**config.mk**
```make
export PLATFORM = sky130hd
export DESIGN_NAME = sender_arbiter
export DESIGN_NICKNAME = d
export VERILOG_FILES = /design/src/rtl/sender_arbiter.sv
export SDC_FILE = /design/constraint.sdc
export NUM_CORES = 1
export LEC_CHECK = 0
export CORE_ASPECT_RATIO = 1.1
export CORE_MARGIN = 1
export CORE_UTILIZATION = 34
export CTS_CLUSTER_DIAMETER = 100
export DETAILED_ROUTE_END_ITERATION = 7
export PLACE_DENSITY = 0.85
export RECOVER_POWER = 50
export SYNTH_ARGS = -nofsm -noshare
export SYNTH_HDL_FRONTEND = slang
export SYNTH_SLANG_ARGS = --single-unit
```
**constraint.sdc**
```tcl
create_clock -name clk -period 1.9 [get_ports clk]
set_clock_uncertainty 0.05 [all_clocks]
set_input_delay 0.285 -clock clk [delete_from_list [all_inputs] [get_ports clk]]
set_output_delay 0.285 -clock clk [all_outputs]
set_load 0.03 [all_outputs]
```
**src/rtl/sender_arbiter.sv**
```systemverilog
// Three-way arbiter in front of the single 40-bit serial frame sender: accepts one frame,
// holds it on out_data for VALID_CYCLES, then waits HOLDOFF cycles. Macro SENDER_ARBITER_ROUND_ROBIN_EN.
module sender_arbiter #(
  parameter int DATA_WIDTH   = 40,
  parameter int VALID_CYCLES = 2,
  parameter int HOLDOFF      = 64
) (
  input  logic                  clk,
  input  logic                  n_reset,
  input  logic [DATA_WIDTH-1:0] req0_data,
  input  logic                  req0_valid,
  output logic                  req0_ready,
  input  logic [DATA_WIDTH-1:0] req1_data,
  input  logic                  req1_valid,
  output logic                  req1_ready,
  input  logic [DATA_WIDTH-1:0] req2_data,
  input  logic                  req2_valid,
  output logic                  req2_ready,
  output logic [DATA_WIDTH-1:0] out_data,
  output logic                  out_valid,
  output logic                  busy,
  output logic [1:0]            last_grant,
  output logic [1:0]            state_dbg
);

  // Handshake: a requester transfers at a clk edge where reqN_valid & reqN_ready are both high;
  // it must hold data and valid until then, and ready is only ever high in IDLE.

  localparam logic [1:0] ST_IDLE  = 2'd0;
  localparam logic [1:0] ST_ISSUE = 2'd1;
  localparam logic [1:0] ST_HOLD  = 2'd2;

  localparam int MAX_CNT = (VALID_CYCLES > HOLDOFF) ? VALID_CYCLES : HOLDOFF;
  localparam int CW      = $clog2(MAX_CNT + 1);
  localparam logic [CW-1:0] VC_LAST = CW'(VALID_CYCLES - 1);
  localparam logic [CW-1:0] HO_LAST = CW'((HOLDOFF > 0) ? HOLDOFF - 1 : 0);

`ifdef SENDER_ARBITER_ROUND_ROBIN_EN
  localparam logic [1:0] LAST_GRANT_RST = 2'd2;
`else
  localparam logic [1:0] LAST_GRANT_RST = 2'd0;
`endif

  logic [1:0]            state_q, state_d;
  logic [CW-1:0]         cnt_q, cnt_d;
  logic [DATA_WIDTH-1:0] out_data_q, out_data_d;
  logic [1:0]            last_grant_q, last_grant_d;

  logic [2:0]            v;
  logic                  gnt_any;
  logic [1:0]            gnt_idx;
  logic [DATA_WIDTH-1:0] gnt_data;

  assign v       = {req2_valid, req1_valid, req0_valid};
  assign gnt_any = |v;

  always_comb begin
    gnt_idx = 2'd0;
`ifdef SENDER_ARBITER_ROUND_ROBIN_EN
    // Search begins just after the previous winner and wraps modulo 3.
    case (last_grant_q)
      2'd0:    if (v[1]) gnt_idx = 2'd1; else if (v[2]) gnt_idx = 2'd2; else gnt_idx = 2'd0;
      2'd1:    if (v[2]) gnt_idx = 2'd2; else if (v[0]) gnt_idx = 2'd0; else gnt_idx = 2'd1;
      default: if (v[0]) gnt_idx = 2'd0; else if (v[1]) gnt_idx = 2'd1; else gnt_idx = 2'd2;
    endcase
`else
    if (v[0])      gnt_idx = 2'd0;
    else if (v[1]) gnt_idx = 2'd1;
    else           gnt_idx = 2'd2;
`endif
  end

  always_comb begin
    case (gnt_idx)
      2'd0:    gnt_data = req0_data;
      2'd1:    gnt_data = req1_data;
      default: gnt_data = req2_data;
    endcase
  end

  logic grant_open;
  // Gated by n_reset so no requester sees ready while reset is held.
  assign grant_open = n_reset & (state_q == ST_IDLE) & gnt_any;
  assign req0_ready = grant_open & (gnt_idx == 2'd0);
  assign req1_ready = grant_open & (gnt_idx == 2'd1);
  assign req2_ready = grant_open & (gnt_idx == 2'd2);

  always_comb begin
    state_d      = state_q;
    cnt_d        = cnt_q;
    out_data_d   = out_data_q;
    last_grant_d = last_grant_q;
    case (state_q)
      ST_IDLE: begin
        if (gnt_any) begin
          out_data_d   = gnt_data;
          last_grant_d = gnt_idx;
          cnt_d        = '0;
          state_d      = ST_ISSUE;
        end
      end
      ST_ISSUE: begin
        if (cnt_q == VC_LAST) begin
          cnt_d   = '0;
          // With no hold-off the next grant can follow immediately.
          state_d = (HOLDOFF == 0) ? ST_IDLE : ST_HOLD;
        end else begin
          cnt_d = cnt_q + CW'(1);
        end
      end
      ST_HOLD: begin
        if (cnt_q == HO_LAST) begin
          cnt_d   = '0;
          state_d = ST_IDLE;
        end else begin
          cnt_d = cnt_q + CW'(1);
        end
      end
      default: begin
        cnt_d   = '0;
        state_d = ST_IDLE;
      end
    endcase
  end

  always_ff @(posedge clk or negedge n_reset) begin
    if (!n_reset) begin
      state_q      <= ST_IDLE;
      cnt_q        <= '0;
      out_data_q   <= '0;
      last_grant_q <= LAST_GRANT_RST;
    end else begin
      state_q      <= state_d;
      cnt_q        <= cnt_d;
      out_data_q   <= out_data_d;
      last_grant_q <= last_grant_d;
    end
  end

  assign out_data   = out_data_q;
  assign out_valid  = (state_q == ST_ISSUE);
  assign busy       = (state_q != ST_IDLE);
  assign last_grant = last_grant_q;
  assign state_dbg  = state_q;

endmodule

```
==> metrics.cfg <==
[final_layout]
stdcell_area_sq_um = 5044
nets = 640
drive_above_1_share_pct = 12.94
insertedDiodeCount = 0
syn2layout_area_growth_pct = 77.58

[worst_hold_path]
hold_path.class = in -> reg

[setup_path]
crit_family = flip-flops
crit_chain = inv_2 > ha_4 > inv_6 > buf_6 > nor4_4 > and2_4 > buf_6
end_kind = output port
crit_slowest_cell = dfrtp_2
path_class = reg -> out
rr_startpoint = cnt_q[1]
reg2reg_setup_slack_ns = 0.02
critPathArrivalTime_ns = 1.56
crit_top_cell = buf_6
worstPathMaxFanout = 4
crit_end = req2_ready
critical_path_buf_inv_count = 4
start_kind = register
critPathRequiredTime_ns = 1.56
r2r-end = state_dbg[1]
r2r_cells = 5
cp_slowest_stage_delay_ns = 0.42
startpoint = state_dbg[0]
path_depth = 7

[timing]
setup_viol = 0
relSlewSlack_pct = 39.29
hold_violations = 0
tns_ns = 0
period_share_pct = 99.98
rsz0062_at_grt = yes
timing.fmax_mhz = 526.4
timing.final.max_slew_violations = 0
finalCriticalPeriod_ns = 1.900
worstMarginPinSlew_ns = 0.9106

[clocking]
clkTransAtPathRegs_ns = 0.09
cts_buffer_depth = 2
root_buffer = clkbuf_8
insertion_delay_ns = 0.29
cts_tree = built
clock-sinks = 51
htree_levels = 2
cts_buffers = 5

[die]
start_util_pct = 35.51
num_rows = 34
ios = 174
fp.dieW_um = 89.15
core_area_sq_um = 7998
dieArea_sq_um = 8724
die_h_um = 97.86

[detailed_routing]
firstDrtPassIters = 4
ant_nets = 0
drcViolationCount = 0
vias = 3103
drt-initial-drc-count = 78
wire_per_inst_um = 15.18
via_per_inst = 5.021
wirelength_um = 9380

[grt]
grt_pass1_wl_um = 14260
grt_max_degree = 46
antenna_found_initial = 0
grt_usage_pct = 20.91
grt_pass1_vias = 3080
overflow = 0

[power_and_ir_drop]
leakage_nw = 2.189
power_density_nw_per_um2 = 1277
intPower_mw = 3.711
p_sw_share_pct = 42.37
pwr-share-comb_pct = 60.5
ir_drop_mv = 0.5795
p_seq_share_pct = 27.8
p_sw_mw = 2.728
clockPowerShare_pct = 11.7

[place]
hpwl_um = 7300
port_buffers = 173
gp_congestion = 0.7761
placed_cell_area_sq_um = 4832

[yosys]
async_reset_ff_share_pct = 100.0
synth_cell_types = 34
synth_edf_count = 0
yosys_register_bits = 51
syn_area_per_cell_sq_um = 8.848
synth_fp_nets = 452
ys_seq_area_share_pct = 44.93
synth_ff_type = dfrtp_1
synthCells = 321
netlist_area_sq_um = 2840
synth_warnings = 0

[flow_run]
maxCapViolCount = 0

[run_status]
status = completed

synthesized netlist by cell type (all sizes together) (2+ instances only):
| master | instances | share of area, % |
|---|---|---|
| clkbuf | 11 | 1.5 |
| nor4 | 3 | 0.88 |
| a22oi | 13 | 3.4 |
| buf | 12 | 1.9 |
| mux2i | 34 | 12 |
| inv | 5 | 0.66 |
| nand2 | 42 | 5.6 |
| mux2 | 2 | 0.79 |
| o2bb2ai | 2 | 0.62 |
| a21o | 5 | 1.4 |
| or3 | 4 | 0.93 |
| ha | 6 | 2.6 |
| nor2 | 34 | 4.5 |
| o31ai | 2 | 0.53 |
| dfrtp | 51 | 45 |
| or2 | 2 | 0.44 |
| nand3 | 2 | 0.53 |
| a21oi | 38 | 6.7 |
| and2 | 2 | 0.44 |
| o21ai | 42 | 7.4 |
cell usage in the layout (no fill, tap or decap), types with 3 or more instances in the layout:
cell             Yosys  final
o21ai_0             42     42
mux2i_1             34     34
nand2_1             42     42
a22oi_1             13     13
a21oi_1             38     38
clkbuf_8             0      5
nor2_1              34     34
ha_1                 6      4
buf_6                0      4
buf_4                0     26
a21o_1               4      4
dfrtp_1             51     49
clkbuf_2             0      3
clkdlybuf4s50_1      0    165
flip-flops by register name, summed over array words and instances (netlist names):
signal	flops
out_data	40
cnt_q	7
last_grant	2
state_dbg	2
worst reg2reg max path, delay by kind of cell, from the launching register on:
family,cells,cell delay (ns)
simple gates,2,0.43
compound gates,1,0.41
flops,1,0.37
mux,1,0.31
fa+ha+maj,1,0.21
metal layers:
metal | track usage [%] | routed length [um]
met1 | 22.93 | 3593
met2 | 40.11 | 5032
met3 | 4.565 | 652
met4 | 4.274 | 102
met5 | 0 | 0
power by group through the flow:
stage | Sequential, mW | Clock, mW | Combinational (mW)
after floorplan | 2.68 | 0 | 1.12
after global placement | 1.79 | 0 | 3.59
after detailed placement | 1.82 | 0 | 3.68
after CTS | 1.80 | 0.775 | 3.79
after global routing | 1.85 | 0.821 | 4.15
final | 1.79 | 0.751 | 3.90
metrics by stage:
stage	cells	hold slack [ns]	total power, mW	util, %	worst slack, ns
after global placement	600	0.3011	5.376	60.42	0.02336
after global routing	618	0.3453	6.819	63.06	-0.08589
final	618	0.3394	6.440	63.06	0.0003925
after floorplan	321	-0.06059	3.804	-	0.002361
after detailed placement	600	0.3114	5.502	60.42	0.01186
after CTS	614	0.2204	6.366	62.59	-0.01541
layout make-up:
class	count	area [sq um]
sequential	51	1279
clock buffer	5	68.82
tap	108	135.1
clock inverter	3	43.79
inverter	5	23.77
fill	674	2954
multi-input combinational	242	1523
timing repair buffer	204	1971
timing repair:
item                                    in CTS  in global routing
hold endpoints to repair                    15                  0
gates resized for setup                      8                  8
pin swaps                                    2                  5
endpoints found under the setup margin       5                  8
buffers inserted                             5                  4
hold buffers                                 1                  0
worst min-delay path by stage:
stage                     startpoint       endpoint  cells after the start
final                     req0_valid  last_grant[0]                      2
after global routing      req0_valid  last_grant[0]                      2
after CTS                    n_reset   out_data[12]                      3
after detailed placement     n_reset       cnt_q[6]                      2
after global placement       n_reset       cnt_q[6]                      2
after floorplan              n_reset       cnt_q[0]                      0
cell families (layout without fill, tap and decap cells):
logic type / count (synthesis) / in the layout / synth area share, %
DFF: 51 / 51 / 44.93
buffers and inverters: 28 / 217 / 4.009
adders and majority gates: 6 / 6 / 2.643
and+or+nand+nor: 95 / 95 / 14.63
AOI/OAI and AO/OA: 105 / 105 / 21.01
muxes: 36 / 36 / 12.78
Power figures use the tool's default switching activity.
